<file path="config.mk">
export PLATFORM = sky130hd
export DESIGN_NAME = jtpopeye_ioctl_tx
export DESIGN_NICKNAME = d
export VERILOG_FILES = /design/src/rtl/jtpopeye_ioctl_tx.sv
export SDC_FILE = /design/constraint.sdc
export NUM_CORES = 1
export LEC_CHECK = 0
export BUFFER_PORTS_ARGS = -buffer_cell sky130_fd_sc_hd__buf_4
export CAP_MARGIN = 40
export CORE_UTILIZATION = 53
export DETAILED_ROUTE_END_ITERATION = 12
export GPL_TIMING_DRIVEN = 0
export HOLD_SLACK_MARGIN = 0.06
export PLACE_DENSITY = 0.8
export SLEW_MARGIN = 10
export SYNTH_ARGS = -nofsm -noshare
export SYNTH_HDL_FRONTEND = slang
export SYNTH_SLANG_ARGS = --single-unit
export TNS_END_PERCENT = 50
</file>
<file path="constraint.sdc">
create_clock -name clk_rom -period 2.3 [get_ports clk_rom]
set_clock_uncertainty 0.05 [all_clocks]
set_input_delay 0.115 -clock clk_rom [delete_from_list [all_inputs] [get_ports clk_rom]]
set_output_delay 0.115 -clock clk_rom [all_outputs]
set_load 0.02 [all_outputs]
</file>
<file path="src/rtl/jtpopeye_ioctl_tx.sv">
// ROM download transmitter: turns a valid/ready byte stream into the
// downloading/ioctl_addr/ioctl_data/ioctl_wr write stream used by the PROM/SDRAM loaders.
module jtpopeye_ioctl_tx #(
    parameter int TOTAL = 22'h12000,
    parameter int GAP   = 4,
    parameter int LEAD  = 2
) (
    input  logic        clk_rom,
    input  logic        rst,
    input  logic        start,
    input  logic        abort,
    input  logic [7:0]  src_data,
    input  logic        src_valid,
    output logic        src_ready,
    output logic        downloading,
    output logic [21:0] ioctl_addr,
    output logic [7:0]  ioctl_data,
    output logic        ioctl_wr,
    output logic        done
);

    typedef enum logic [2:0] {
        S_IDLE,
        S_LEAD,
        S_FETCH,
        S_STROBE,
        S_GAP
    } state_t;

    localparam int LW = (LEAD > 1) ? $clog2(LEAD) : 1;
    localparam int GW = (GAP > 1) ? $clog2(GAP) : 1;
    localparam logic [LW-1:0] LEAD_LAST = LW'(LEAD - 1);
    localparam logic [GW-1:0] GAP_LAST  = GW'((GAP > 0) ? GAP - 1 : 0);
    localparam logic [21:0]   ADDR_LAST = 22'(TOTAL - 1);

    state_t        state_reg, state_next;
    logic [LW-1:0] lead_cnt_reg, lead_cnt_next;
    logic [GW-1:0] gap_cnt_reg, gap_cnt_next;
    logic [21:0]   addr_reg, addr_next;
    logic [7:0]    data_reg, data_next;
    logic          dl_reg, dl_next;
    logic          done_reg, done_next;
    logic          first_reg, first_next;
    logic          accept;

    // An abort in FETCH withdraws ready so the source never loses a byte.
    assign src_ready   = (state_reg == S_FETCH) && !abort;
    assign accept      = src_ready && src_valid;
    assign ioctl_wr    = (state_reg == S_STROBE);
    assign downloading = dl_reg;
    assign ioctl_addr  = addr_reg;
    assign ioctl_data  = data_reg;
    assign done        = done_reg;

    always_comb begin
        state_next    = state_reg;
        lead_cnt_next = lead_cnt_reg;
        gap_cnt_next  = gap_cnt_reg;
        addr_next     = addr_reg;
        data_next     = data_reg;
        dl_next       = dl_reg;
        first_next    = first_reg;
        done_next     = 1'b0;

        case (state_reg)
            S_IDLE: begin
                if (start && !abort) begin
                    state_next    = S_LEAD;
                    dl_next       = 1'b1;
                    addr_next     = '0;
                    lead_cnt_next = '0;
                    first_next    = 1'b1;
                end
            end
            S_LEAD: begin
                if (lead_cnt_reg == LEAD_LAST) begin
                    state_next = S_FETCH;
                end else begin
                    lead_cnt_next = lead_cnt_reg + LW'(1);
                end
            end
            S_FETCH: begin
                // Address advances on acceptance, keeping it stable through the idle wait.
                if (accept) begin
                    data_next  = src_data;
                    first_next = 1'b0;
                    state_next = S_STROBE;
                    if (!first_reg) begin
                        addr_next = addr_reg + 22'd1;
                    end
                end
            end
            S_STROBE: begin
                if (GAP > 0) begin
                    state_next   = S_GAP;
                    gap_cnt_next = '0;
                end else if (addr_reg == ADDR_LAST) begin
                    state_next = S_IDLE;
                    dl_next    = 1'b0;
                    done_next  = 1'b1;
                end else begin
                    state_next = S_FETCH;
                end
            end
            S_GAP: begin
                if (gap_cnt_reg == GAP_LAST) begin
                    if (addr_reg == ADDR_LAST) begin
                        state_next = S_IDLE;
                        dl_next    = 1'b0;
                        done_next  = 1'b1;
                    end else begin
                        state_next = S_FETCH;
                    end
                end else begin
                    gap_cnt_next = gap_cnt_reg + GW'(1);
                end
            end
            default: begin
                state_next = S_IDLE;
                dl_next    = 1'b0;
            end
        endcase

        if (abort && (state_reg != S_IDLE)) begin
            state_next = S_IDLE;
            dl_next    = 1'b0;
            done_next  = 1'b0;
        end
    end

    always_ff @(posedge clk_rom) begin
        if (rst) begin
            state_reg    <= S_IDLE;
            lead_cnt_reg <= '0;
            gap_cnt_reg  <= '0;
            addr_reg     <= '0;
            data_reg     <= '0;
            dl_reg       <= 1'b0;
            done_reg     <= 1'b0;
            first_reg    <= 1'b0;
        end else begin
            state_reg    <= state_next;
            lead_cnt_reg <= lead_cnt_next;
            gap_cnt_reg  <= gap_cnt_next;
            addr_reg     <= addr_next;
            data_reg     <= data_next;
            dl_reg       <= dl_next;
            done_reg     <= done_next;
            first_reg    <= first_next;
        end
    end

endmodule
</file>
==> reports/metrics.yaml <==
status: "finished, final reports clean"
worstPathBufferInverterCount: 2
n_antenna_cell: 0
core.rowCount: 21
core_area_sq_mm: 0.00344
path_cells: "ha_1 -> and3_1 -> clkbuf_1 -> nand4_1 -> buf_4 -> o311ai_0 -> nand3_1"
cp-start-kind: "flop"
largest_reg_flops: 22
drt_wl_total_um: 5100
initial_core_util: 0.573
syn_area_per_cell_sq_um: 8.57
layout_common_cells: "48 x buf_4, 39 x dfxtp_1, 21 x nor2_1"
min-delay-path-class: "input port to flop"
cp-end-kind: "flop"
r2r-end: "ioctl_addr[18]"
yosys_warnings: 0
worst_r2r_path_depth: 7
die-height_um: 63.0
rsz0062_at_grt: "false"
post-route-period-util: 0.893
post-route-min-period_ps: 2050
synth_edf_count: 0
drt_iter0_markers: 182
slowest_delay_ps: 430
syn_nets: 245
numCtsBuffers: 5
cts_tree: "built"
fin_nets: 307
arrival_ps: 2180
min_from: "rst"
insertion_delay_ps: 300
maxCapViolCount: 0
worst_ep_required_time_ps: 2430
clk_pin_slew_worst_paths_ps: 80
worstSetupPathType: "flop to flop"
cts.sinks: 39
cts_max_level: 2
grt_overflow: 0
dp_hpwl_um: 3390
grt_pass1_vias: 1824
drv_slew: 0
place_congestion: 0.883
setup_viol: 0
tightest_slew_ps: 494
die_w_um: 63.0
maxSlewHeadroom: 0.671
synthFlopType: "dfxtp_1"
grt_max_degree: 14
p_per_area_mw_per_mm2: 569
synth_top_cells_by_area: "dfxtp_1 40%, mux2i_1 5.6%, a31oi_1 5.1%, a21oi_1 4.1%, nor2_1 4.0%"
grt_pass1_wl_um: 8560
synth_cell_types: 44
reg2reg_slack_ps: 250
critPathMaxFanout: 9
io_buffers: 46
first_pass_iters: 4
hold_viol_final: 0
p_leak_uw: 0.00102
yosysSeqAreaShare: 0.396
ios: 47
finalSetupTns_ps: 0
drive_gt1_frac: 0.232
final_antenna_net_count: 0
clockRootBuffer: "clkbuf_8"
route.detailed.drc: 0
synth-seq-cells: 39
hold_depth: 4
cp_slowest_cell: "dfxtp_1"
yosysTopAreaCellShare: 0.396
dieArea_sq_mm: 0.00397
netlist_area_sq_mm: 0.00197
place_area_sq_mm: 0.00237
fmax_mhz: 487
detail_route.wl_per_cell_um: 15.0
cpLargestDelayFamily: "buffers and inverters"
dr_total_vias: 2069
vdd_drop_max_v: 0.000414
via_per_inst: 6.10
r2r_start: "ioctl_addr[1]"
antenna_found_initial: 0
postSynth.asyncResetShare: 0
layout_commonest_cell: "buf_4"
final_area_sq_mm: 0.00260
holdPathEnd: "ioctl_addr[10]"
yosys.area.top_type: "dfxtp_1"
syn_to_final_growth_pct: 31.8
cts_buffer_depth: 2
synthCells: 230
track_usage: 0.273
-- logic make-up (layout without fill, tap and decap cells) --
group           Yosys count  count (layout)  synth area share
mux                      12              12            0.0616
flops                    39              39             0.396
compound gates           64              64             0.208
buf+inv                  20              83            0.0463
simple gates             93              93             0.275
fa+ha+maj                 2               2            0.0127
-- through the flow --
stage	std cells	worst slack (ps)	total power (uW)	hold WS [ps]	utilization
after detailed placement	322	157	799	308	0.690
final	339	246	1480	101	0.755
after global routing	339	52.2	1520	120	0.755
after CTS	338	147	1480	102	0.753
after global placement	322	211	797	306	0.690
after floorplan	230	373	759	212	-
-- worst reg2reg max path, delay by kind of cell (launching register included) --
kind / cells / cell delay (ps)
AOI/OAI and AO/OA: 1 / 330
adders and majority gates: 1 / 230
DFF: 1 / 430
buffers and inverters: 2 / 490
and+or+nand+nor: 3 / 410
-- timing repair --
item	in CTS	in global routing
setup endpoints to repair	0	2
hold buffers	8	0
setup buffers	0	1
resized for setup	0	1
hold endpoints to repair	8	0
-- area by class of cell --
cell class | instances | area, sq um
multi-input combinational | 171 | 1100
buffer | 16 | 76.3
clock buffer | 5 | 68.8
fill | 262 | 843
inverter | 4 | 15.0
clock inverter | 3 | 67.6
timing repair buffer | 55 | 433
tap | 46 | 57.6
sequential | 39 | 781
-- worst max-delay path by stage --
stage	start	end	slack, ps	depth (start not counted)
floorplan	ioctl_addr[0]	downloading	370	6
global placement	ioctl_addr[0]	ioctl_addr[18]	210	6
detailed placement	ioctl_addr[0]	ioctl_addr[18]	160	6
CTS	ioctl_addr[0]	ioctl_addr[18]	150	6
global route	ioctl_addr[1]	ioctl_addr[18]	50	7
finish	ioctl_addr[1]	ioctl_addr[18]	250	7
-- per-layer routing --
metal  share of wire  wire (um)  GRT usage
met5               0          0          0
met4           0.010         53     0.0843
met3           0.070        356     0.0693
met1            0.44       2220      0.347
met2            0.48       2470      0.448
-- power by group --
group / internal [uW] / switching (uW)
clock network: 432 / 250
logic: 48.2 / 61.1
registers: 682 / 5.54
-- cells in the mapped netlist, drive strengths merged (3+ instances only) --
cell type / number
a311o: 3
nor3: 6
o21ai: 13
nand2b: 7
nand3b: 6
o31ai: 4
mux2i: 11
dfxtp: 39
nand4: 5
and3: 10
a41oi: 5
and4: 3
a21oi: 16
nand3: 8
clkbuf: 10
nor4: 3
inv: 4
buf: 6
nor2: 21
nand2: 13
a31oi: 16
Power figures use the tool's default switching activity.
